$ cat src/rtl/serial_add_pkg.sv
// Shared types and constants for the bit-serial adder sequencer.
// State encoding is kept as plain localparams on a 2-bit type.
package serial_add_pkg;

   typedef logic [1:0] state_t;

   localparam state_t IDLE = 2'd0;
   localparam state_t RUN  = 2'd1;
   localparam state_t DONE = 2'd2;

   localparam int WIDTH_MAX = 32;

endpackage

$ cat src/rtl/serial_add_ctrl_full_adder.sv
// Single-bit full adder cell; the sequencer's only arithmetic element.
module Full_Adder (
   input  logic a,
   input  logic b,
   input  logic cin,
   output logic s,
   output logic cout
);

   assign s    = a ^ b ^ cin;
   assign cout = (a & b) | (cin & (a ^ b));

endmodule

$ cat src/rtl/serial_add_ctrl.sv
// Bit-serial adder sequencer: one Full_Adder cell, LSB-first, WIDTH cycles per add.
// Optional subtract mode via SERIAL_ADD_SUB_EN (adds the sub input).
module serial_add_ctrl
   import serial_add_pkg::*;
#(
   parameter int WIDTH = 8
) (
   input  logic             clk,
   input  logic             rst_n,
   input  logic             in_valid,
   output logic             in_ready,
   input  logic [WIDTH-1:0] op_a,
   input  logic [WIDTH-1:0] op_b,
   input  logic             cin,
`ifdef SERIAL_ADD_SUB_EN
   input  logic             sub,
`endif
   output logic             out_valid,
   input  logic             out_ready,
   output logic [WIDTH-1:0] sum,
   output logic             cout,
   output logic             busy
);

   localparam int CW = $clog2(WIDTH) + 1;
   localparam logic [CW-1:0] LAST = CW'(WIDTH - 1);

   state_t           state_q, state_d;
   logic [WIDTH-1:0] a_q, a_d;
   logic [WIDTH-1:0] b_q, b_d;
   logic [WIDTH-1:0] sum_q, sum_d;
   logic             carry_q, carry_d;
   logic [CW-1:0]    cnt_q, cnt_d;

   logic             fa_s;
   logic             fa_cout;
   logic [WIDTH-1:0] sum_shift;
   logic [WIDTH-1:0] b_load;
   logic             carry_load;

   Full_Adder u_fa (
      .a    (a_q[0]),
      .b    (b_q[0]),
      .cin  (carry_q),
      .s    (fa_s),
      .cout (fa_cout)
   );

   // New sum bit enters at the MSB so bit 0 ends up at sum[0] after WIDTH shifts.
   generate
      if (WIDTH == 1) begin : g_sum_w1
         assign sum_shift = fa_s;
      end else begin : g_sum_wn
         assign sum_shift = {fa_s, sum_q[WIDTH-1:1]};
      end
   endgenerate

`ifdef SERIAL_ADD_SUB_EN
   // Two's-complement subtract: invert B and force carry-in to 1.
   assign b_load     = sub ? ~op_b : op_b;
   assign carry_load = sub ? 1'b1 : cin;
`else
   assign b_load     = op_b;
   assign carry_load = cin;
`endif

   always_comb begin
      state_d = state_q;
      a_d     = a_q;
      b_d     = b_q;
      sum_d   = sum_q;
      carry_d = carry_q;
      cnt_d   = cnt_q;
      case (state_q)
         IDLE: begin
            if (in_valid) begin
               a_d     = op_a;
               b_d     = b_load;
               carry_d = carry_load;
               cnt_d   = '0;
               state_d = RUN;
            end
         end
         RUN: begin
            a_d     = a_q >> 1;
            b_d     = b_q >> 1;
            sum_d   = sum_shift;
            carry_d = fa_cout;
            cnt_d   = cnt_q + CW'(1);
            if (cnt_q == LAST) begin
               state_d = DONE;
            end
         end
         DONE: begin
            if (out_ready) begin
               state_d = IDLE;
            end
         end
         default: state_d = IDLE;
      endcase
   end

   always_ff @(posedge clk or negedge rst_n) begin
      if (!rst_n) begin
         state_q <= IDLE;
         a_q     <= '0;
         b_q     <= '0;
         sum_q   <= '0;
         carry_q <= 1'b0;
         cnt_q   <= '0;
      end else begin
         state_q <= state_d;
         a_q     <= a_d;
         b_q     <= b_d;
         sum_q   <= sum_d;
         carry_q <= carry_d;
         cnt_q   <= cnt_d;
      end
   end

   assign in_ready  = (state_q == IDLE);
   assign out_valid = (state_q == DONE);
   assign busy      = (state_q == RUN);
   assign sum       = sum_q;
   assign cout      = carry_q;

endmodule
$ cat config.mk
export PLATFORM = sky130hd
export DESIGN_NAME = serial_add_ctrl
export DESIGN_NICKNAME = d
export VERILOG_FILES = /design/src/rtl/serial_add_pkg.sv /design/src/rtl/serial_add_ctrl_full_adder.sv /design/src/rtl/serial_add_ctrl.sv
export SDC_FILE = /design/constraint.sdc
export NUM_CORES = 1
export LEC_CHECK = 0
export ABC_AREA = 1
export CORE_MARGIN = 3
export CORE_UTILIZATION = 49
export DETAILED_ROUTE_END_ITERATION = 10
export PLACE_DENSITY = 0.86
export SLEW_MARGIN = 20
export SYNTH_ARGS = -nofsm -noshare
export SYNTH_HDL_FRONTEND = slang
export SYNTH_HIERARCHICAL = 1
export SYNTH_SLANG_ARGS = --single-unit
$ cat constraint.sdc
create_clock -name clk -period 1.5 [get_ports clk]
set_input_delay 0.3 -clock clk [delete_from_list [all_inputs] [get_ports clk]]
set_output_delay 0.3 -clock clk [all_outputs]
set_load 0.005 [all_outputs]
==> impl_results.md, run 1 <==
- Status: finished clean
- 1st-iter DRT viols: 84
- DRC Markers: 0
- Largest area contributor in the netlist: dfrtp_1
- Crit end category: output port
- Total die area: ~0.0036 mm2
- PnR worst setup slack: 71.4 ps
- PnR Total Power: approximately 3.4 mW
- Critical Path AT: ~1100 ps
- Longest Clk Path Bufs: 2
- Initial antenna violation count: 0
- Period minus WS final: between 1000 and 1500 ps
- Diodes inserted: 0
- Pwr Density: approximately 1800 mW/mm2
- Share of cells above drive strength 1: 14.6%
- Final setup violation count: 0
- Cts-stage hold buffer count: 0
- Final Hold Viols: 0
- Overall Global Routing Usage: a little over a fifth
- Type of origin of the critical path: register
- Wire per inst: between 10 and 15 um
- FF-to-FF Start: state_q[1]
- Core ar.: between 0.002 and 0.003 mm2
- Critical setup path kind: reg -> out
- Synth Net Count: between 150 and 200
- Vias in the first global route: 1,340
- Final #Nets: around 230
- Hold/Removal Path Class: in -> async
- Pint: 2.05 mW
- Final setup skew: 8.11 ps
- Clock group share of total power: 13.4%
- Worst-Margin Slew: roughly 400 ps
- Synth top area cells: dfrtp_1 55%, nand3_1 18%, nand2_1 13%
- Slew HR: 74.1%
- Yosys reg bits: 31
- Final WL: 3320 um
- Comb power frac: between 40% and 50%
- CP max FO: 4
- Port bufs: 32
- Final ANT Viol Nets: 0
- Drt via density: 5.45
- CTS root buffer: clkbuf_4
- Clock sinks: 31
- Total congestion overflow: 0
- Pre-CTS WS: between 40 and 50 ps
- Drt pass-1 iters: 4
- Synth Warn #: 6
- Most common cell after layout, fill and taps aside: nand3_1
- Switch share: approximately 40%
- Area of the multi-input gates: about 560 um2
- Post-DP HPWL: about 2200 um
- First-pass GRT wire length: roughly 5600 um
- H-tree depth: 2
- GP Congestion: 0.839
- Post-synthesis sequential area ratio: a little under three fifths
- Die Y: between 50 and 60 um
- Fmax: 700 MHz
- Clock buffer count from CTS: 5
- Mean Syn Cell Area: roughly 8.4 um2
- FILL cells: approximately 210
- Max-cap violation count: 0
- Share of the synthesized area in the top cell type: between 50 and 60%
- LEAKAGE: around 0.97 nW
- Path depth of the worst reg2reg path: 6
- R2R setup slack: ~160 ps
- Synth cell types: 16
- Max IR drop VDD: 1450 uV
- Num rows: 18
- Die X: 59.6 um
- Most frequent cells in the layout: 52 x nand3_1, 48 x nand2_1, 30 x dfrtp_1
- RSZ-0062 raised after global routing: no
- Clock Pin Slew Worst Setup and Hold Paths: about 100 ps
- I/O Pins: 33
- Initial Utilization: roughly 54%
- P_sw: approximately 1.4 mW
- Detailed-route via count: between 1,000 and 1,500
- Syn Std Cell Area: 0.00141 mm2
- Final period util: a little over nine tenths
- Seq pwr share: 40.1%
- Reg2reg end: state_q[1]
- Register area: between 700 and 800 um2
- Cells after Synth: between 150 and 200
- P&R area growth vs syn: 33.4%
- CTS tree: done
- Required @ worst endpoint: roughly 1200 ps
- Largest net degree at the start of global routing: 32
- Slew Limit Fails: 0
- Clk Latency, worst-skew pair: roughly 340 ps
## power by group through the flow
stage | sequential [mW] | clock, mW | combinational [mW]
finish | 1.38 | 0.462 | 1.60
global placement | 1.41 | 0 | 1.41
detailed placement | 1.43 | 0 | 1.47
floorplan | 1.38 | 0 | 0.904
global route | 1.43 | 0.518 | 1.79
CTS | 1.38 | 0.479 | 1.58
## layer usage
metal	wire, um	part of all wire [%]	global-route usage (%)
met2	1690	51	35.5
met4	73	2.2	9.18
met3	272	8.2	6.97
met1	1290	39	25.3
met5	0	0	0
## flip-flops by register name (all words and copies together), names as in the netlist
register / flops
cout: 1
cnt_q: 4
sum: 8
a_q: 8
b_q: 8
state_q: 2
## area by class of cell
class	instances	area share [%]
well taps	30	2.00
multi-input cells	118	29.9
clock buffers	5	2.00
clock inverters	3	0.798
inverters	9	1.93
flip-flops and latches	31	41.3
repair buffers	46	22.1
## synthesized netlist by cell type (all sizes together)
library cell and number:
nor2 7, nand3 52, dfrtp 31, ha 1, or2 1, nand4 1
inv 9, nand2 48, fa 1, buf 9, o21ai 7, clkbuf 1
## cell families (layout without fill, tap and decap cells)
group | after synthesis | after routing | share of synthesized area (%)
buf+inv | 19 | 63 | 6.03
compound gates | 7 | 7 | 2.48
simple gates | 109 | 109 | 34.2
flops | 31 | 31 | 55.0
fa+ha+maj | 2 | 2 | 2.31
## through the flow
stage          TNS [ps]  instance area, um2  utilization, %  std cells  hold WS [ps]
2_1_floorplan         0                1410               -        168          4.41
3_5_place_dp          0                1770            67.9        226           488
3_3_place_gp          0                1770            67.9        226           465
4_1_cts           -65.6                1880            71.9        241           353
6_report              0                1880            72.0        242           348
5_1_grt               0                1880            72.0        242           373
## repair_timing
action                     CTS  global route
resized for setup           23             3
setup buffers                7             1
setup endpoints to repair   12             2
pin swaps                    1             0
## worst max path at each step
stage | startpoint | end | cells past startpoint
after floorplan | cnt_q[0] | cnt_q[2] | 4
after CTS | state_q[1] | in_ready | 3
after detailed placement | state_q[0] | busy | 3
after global routing | state_q[1] | busy | 3
final | state_q[1] | busy | 3
after global placement | state_q[1] | in_ready | 2
## worst max-delay path, cell delays in order (launching register included)
cell and delay, ps:
dfrtp_2 430, buf_6 140, nor2_4 100, clkbuf_2 130
No activity file was read; power rests on OpenSTA's default activity.
==> inputs of run 2 (changes only) <==
--- a/config.mk
+++ b/config.mk
@@ -10,6 +10,7 @@
 export CORE_UTILIZATION = 49
 export DETAILED_ROUTE_END_ITERATION = 10
 export PLACE_DENSITY = 0.86
+export SETUP_SLACK_MARGIN = 0.02
 export SLEW_MARGIN = 20
 export SYNTH_ARGS = -nofsm -noshare
 export SYNTH_HDL_FRONTEND = slang
==> impl_results.md, run 2 (same netlist as run 1, synthesis figures left out) <==
- Post-DP HPWL: 2220 um (unchanged)
- Slew HR: 74.3% (was 74.1%)
- RSZ-0062 raised after global routing: yes (was no)
- Most frequent cells in the layout: 52 x nand3_1, 48 x nand2_1, 30 x dfrtp_1 (unchanged)
- Post-placement cell area: 0.00177 mm2 (unchanged)
- Hold/Removal Path Class: in -> async (unchanged)
- Final #Nets: 234 (unchanged)
- Required @ worst endpoint: 1200 ps (about the same)
- Total die area: 0.00356 mm2 (unchanged)
- Critical Path AT: 1130 ps (about the same)
- Final setup skew: 8.28 ps (was 8.11 ps)
- DRC Markers: 0 (unchanged)
- Core ar.: 0.00261 mm2 (unchanged)
- Total congestion overflow: 0 (unchanged)
- Pwr Density: 1840 mW/mm2 (was 1830 mW/mm2)
- Clock Pin Slew Worst Setup and Hold Paths: 100 ps (about the same)
- CTS root buffer: clkbuf_4 (unchanged)
- Cts-stage hold buffer count: 0 (unchanged)
- Longest Clk Path Bufs: 2 (unchanged)
- Clk Latency, worst-skew pair: 340 ps (about the same)
- Final period util: 95.2% (about the same)
- Most common cell after layout, fill and taps aside: nand3_1 (unchanged)
- Die X: 59.6 um (unchanged)
- Final Hold Viols: 0 (unchanged)
- Fin area: 0.00188 mm2 (unchanged)
- Die Y: 59.6 um (unchanged)
- Initial Utilization: 54.0% (unchanged)
- Final ANT Viol Nets: 0 (unchanged)
- Worst-Margin Slew: 385 ps (was 389 ps)
- Drt pass-1 iters: 5 (was 4)
- Period minus WS final: 1430 ps (about the same)
- Max IR drop VDD: 1440 uV (was 1450 uV)
- Port bufs: 32 (unchanged)
- I/O Pins: 33 (unchanged)
- CP max FO: 4 (unchanged)
- Wire per inst: 13.7 um (about the same)
- Fmax: 700 MHz (about the same)
- CTS tree: done (unchanged)
- Cell Count, Final, Fillers Out: 242 (unchanged)
- PnR Total Power: 3.45 mW (about the same)
- Drt via density: 5.45 (about the same)
- Status: finished clean (unchanged)
- Final setup violation count: 0 (unchanged)
- Type of origin of the critical path: register (unchanged)
- Slew Limit Fails: 0 (unchanged)
- Max-cap violation count: 0 (unchanged)
- Crit end category: output port (unchanged)
- 1st-iter DRT viols: 93 (was 84)
- Vias in the first global route: 1,340 (unchanged)
- Overall Global Routing Usage: 21.4% (unchanged)
- P&R area growth vs syn: 33.4% (unchanged)
- Share of cells above drive strength 1: 14.6% (unchanged)
- Clock buffer count from CTS: 5 (unchanged)
- WHS: 346 ps (was 348 ps)
- Cell count after placement: 226 (unchanged)
- LEAKAGE: 0.965 nW (about the same)
- Largest net degree at the start of global routing: 32 (unchanged)
- Num rows: 18 (unchanged)
- Initial antenna violation count: 0 (unchanged)
- Diodes inserted: 0 (unchanged)
- Critical setup path kind: reg -> out (unchanged)
- Detailed-route via count: 1,319 (was 1,318)
- Setup TNS Final: 0 ps (unchanged)
- Clock sinks: 31 (unchanged)
- H-tree depth: 2 (unchanged)
- Final WL: 3320 um (about the same)
- GP Congestion: 0.839 (unchanged)
- First-pass GRT wire length: 5580 um (unchanged)
## run 2: cell types whose count changed in the layout (fill, tap and decap cells not counted), sizes merged
cell / delta
clkbuf: -1
buf: +1
## run 2: layout make-up
cell class | count | area, um2
multi-input cells | 118 | 562
repair buffers | 46 | 415
flip-flops and latches | 31 | 777
clock buffers | 5 | 37.5
clock inverters | 3 | 15.0
fillers | 208 | 732
inverters | 9 | 36.3
well taps | 30 | 37.5
## run 2: final timing paths
kind / from / endpoint / slack (ps) / cells past startpoint
min in group clk: op_b[7] / b_q[7] / 490 / 3
max in group asynchronous: rst_n / state_q[1] / 850 / 2
worst min-delay path: rst_n / sum[0] / 350 / 2
worst max-delay path: state_q[1] / busy / 70 / 3
worst min register to register: a_q[6] / a_q[5] / 510 / 2
worst max register to register: state_q[1] / state_q[1] / 170 / 6
## run 2: metal layers
metal	wire [um]	up-vias	share of wire [%]	GRT usage [%]
met5	0	-	0	0
met4	63	0	1.9	9.18
met3	266	8	8.0	6.97
met2	1710	63	51	35.5
met1	1280	613	39	25.3
li1	-	635	-	-
## run 2: power by group
part           switching (mW)  leakage (nW)  internal [mW]
registers               0.207         0.400           1.18
clock network           0.290        0.0347          0.174
logic                   0.899         0.530          0.704
total                    1.40         0.965           2.05
## run 2: repair_timing
action | CTS | global route
gates cloned | 0 | 0
hold endpoints to repair | 0 | 0
setup endpoints to repair | 12 | 2
gates resized for setup | 23 | 4
pin swaps | 1 | 1
setup buffers | 7 | 1
## run 2: critical path, cell delays in order, from the launching register on
cell and delay, ps:
dfrtp_2 430, buf_6 140, nor2_4 100, buf_2 130
## run 2: through the flow
stage                     worst slack (ps)  util, %
after detailed placement              49.9     67.9
final                                 71.3     72.0
after global placement                72.8     67.9
after CTS                            -45.2     71.9
after floorplan                        397        -
after global routing                  15.1     72.0
==> inputs of run 3 (changes only) <==
--- a/config.mk
+++ b/config.mk
@@ -6,9 +6,11 @@
 export NUM_CORES = 1
 export LEC_CHECK = 0
 export ABC_AREA = 1
+export CORE_ASPECT_RATIO = 0.6
 export CORE_MARGIN = 3
 export CORE_UTILIZATION = 49
 export DETAILED_ROUTE_END_ITERATION = 10
+export MAX_ROUTING_LAYER = met4
 export PLACE_DENSITY = 0.86
 export SETUP_SLACK_MARGIN = 0.02
 export SLEW_MARGIN = 20
==> impl_results.md, run 3 (same netlist as run 1, synthesis figures left out) <==
- Status: finished clean (unchanged)
- P&R area growth vs syn: 40.9% (was 33.4%)
- Busiest grt layer: met2 (unchanged)
- Share of cells above drive strength 1: 16.8% (was 14.6%)
- Required @ worst endpoint: 1200 ps (about the same)
- Wire per inst: 14.9 um (was 13.7 um)
- Final Hold Viols: 0 (unchanged)
- First-pass GRT wire length: 5910 um (was 5580 um)
- Critical setup path kind: reg -> out (unchanged)
- CTS root buffer: clkbuf_8 (was clkbuf_4)
- Slew HR: 73.3% (was 74.3%)
- Max IR drop VDD: 1180 uV (was 1440 uV)
- Initial antenna violation count: 0 (unchanged)
- LEAKAGE: 0.999 nW (was 0.965 nW)
- WHS: 403 ps (was 346 ps)
- CTS tree: done (unchanged)
- Die X: 75.3 um (was 59.6 um)
- Diodes inserted: 0 (unchanged)
- CP max FO: 3 (was 4)
- Post-DP HPWL: 2340 um (was 2220 um)
- Period minus WS final: 1480 ps (was 1430 ps)
- Final setup violation count: 0 (unchanged)
- Clock sinks: 31 (unchanged)
- Vias in the first global route: 1,246 (was 1,340)
- FILL cells: 173 (was 208)
- Type of origin of the critical path: register (unchanged)
- Longest Clk Path Bufs: 2 (unchanged)
- Overall Global Routing Usage: 24.1% (was 21.4%)
- Final WL: 3670 um (was 3320 um)
- Drt pass-1 iters: 4 (was 5)
- Final #Nets: 237 (was 234)
- R2R setup slack: 70 ps (was 170 ps)
- Worst-Margin Slew: 401 ps (was 385 ps)
- Critical Path AT: 1180 ps (was 1130 ps)
- Fmax: 674 MHz (was 700 MHz)
- Max-cap violation count: 0 (unchanged)
- Core ar.: 0.00263 mm2 (was 0.00261 mm2)
- Final period util: 99.0% (was 95.2%)
- Slew Limit Fails: 0 (unchanged)
- Detailed-route via count: 1,364 (was 1,319)
- RSZ-0062 raised after global routing: yes (unchanged)
- Clock buffer count from CTS: 5 (unchanged)
- Initial Utilization: 53.7% (was 54.0%)
- I/O Pins: 33 (unchanged)
- Final setup skew: 7.34 ps (was 8.28 ps)
- Final ANT Viol Nets: 0 (unchanged)
- Cts-stage hold buffer count: 0 (unchanged)
- Drt via density: 5.54 (was 5.45)
- Total die area: 0.00358 mm2 (was 0.00356 mm2)
- Met2 global-route usage: 39.1% (was 35.5%)
- Die Y: 47.6 um (was 59.6 um)
- PnR Total Power: 3.89 mW (was 3.45 mW)
- Hold/Removal Path Class: in -> async (unchanged)
- Clock Pin Slew Worst Setup and Hold Paths: 60 ps (was 100 ps)
- Total congestion overflow: 0 (unchanged)
- Cell Count, Final, Fillers Out: 246 (was 242)
- Pwr Density: 1960 mW/mm2 (was 1840 mW/mm2)
- Num rows: 14 (was 18)
- Cell count after placement: 232 (was 226)
- GR met1 Demand/Resource: 28.9% (was 25.3%)
- Most frequent cells in the layout: 51 x nand3_1, 47 x nand2_1, 30 x dfrtp_1 (was 52 x nand3_1, 48 x nand2_1, 30 x dfrtp_1)
- H-tree depth: 2 (unchanged)
- Port bufs: 32 (unchanged)
- GP Congestion: 0.769 (was 0.839)
- Clk Latency, worst-skew pair: 290 ps (was 340 ps)
- DRC Markers: 0 (unchanged)
- 1st-iter DRT viols: 86 (was 93)
- Largest net degree at the start of global routing: 32 (unchanged)
- Most common cell after layout, fill and taps aside: nand3_1 (unchanged)
- Grt met3 use: 6.08% (was 6.97%)
- Finished Core Util: 75.6% (was 72.0%)
- Crit end category: output port (unchanged)
-- run 3: changes by cell type in the layout (fill, tap and decap cells not counted), sizes merged --
cell           delta
dlymetal6s2s      +2
clkdlybuf4s50     +7
clkinv            -2
clkbuf            +2
buf               +2
dlygate4sd2       -9
-- run 3: final timing paths --
kind                              endpoint       start  cells past startpoint
worst min-delay path                b_q[0]       rst_n                      2
min in group clk                    sum[0]      sum[0]                      2
worst max register to register      a_q[3]  state_q[1]                      8
max in group asynchronous       state_q[1]       rst_n                      2
worst max-delay path             out_valid  state_q[1]                      5
worst min register to register      sum[0]      sum[0]                      2
-- run 3: critical path, stage by stage (launching register included) --
cell	delay, ps
dfrtp_2	440
buf_12	140
buf_6	110
inv_4	50
nor2_2	30
buf_2	120
-- run 3: final cells by class --
type                            count  area, um2  area share (%)
Clock buffer                        6       82.6            4.16
Clock inverter                      1       5.00           0.252
Inverter                            9       36.3            1.83
Multi-Input combinational cell    118        567            28.5
Sequential cell                    31        777            39.1
Tap cell                           32       40.0            2.02
Timing Repair Buffer               49        479            24.1
-- run 3: report_power, final --
group / internal, mW / total (mW) / switching [mW]
clock: 0.359 / 0.665 / 0.306
combinational: 0.860 / 1.82 / 0.957
sequential: 1.18 / 1.41 / 0.226
-- run 3: stage by stage --
stage | setup TNS [ps] | cell area (um2) | setup slack [ps]
after floorplan | 0 | 1410 | 397
after global placement | -6.96 | 1820 | -6.96
after detailed placement | 0 | 1820 | 0.785
after CTS | 0 | 1970 | 26.5
after global routing | -13.1 | 1990 | -13.1
final | 0 | 1990 | 15.2
-- run 3: what timing repair did --
action / in CTS / in global routing
resized for setup: 14 / 7
endpoints found under the setup margin: 7 / 18
pin swaps: 1 / 0
buffers inserted: 6 / 1
endpoints found under the hold margin: 0 / 0
-- run 3: routing by layer --
layer / vias up / wire length [um]
li1: 641 / -
met1: 660 / 1550
met2: 54 / 1810
met3: 9 / 236
met4: 0 / 74
met5: - / 0
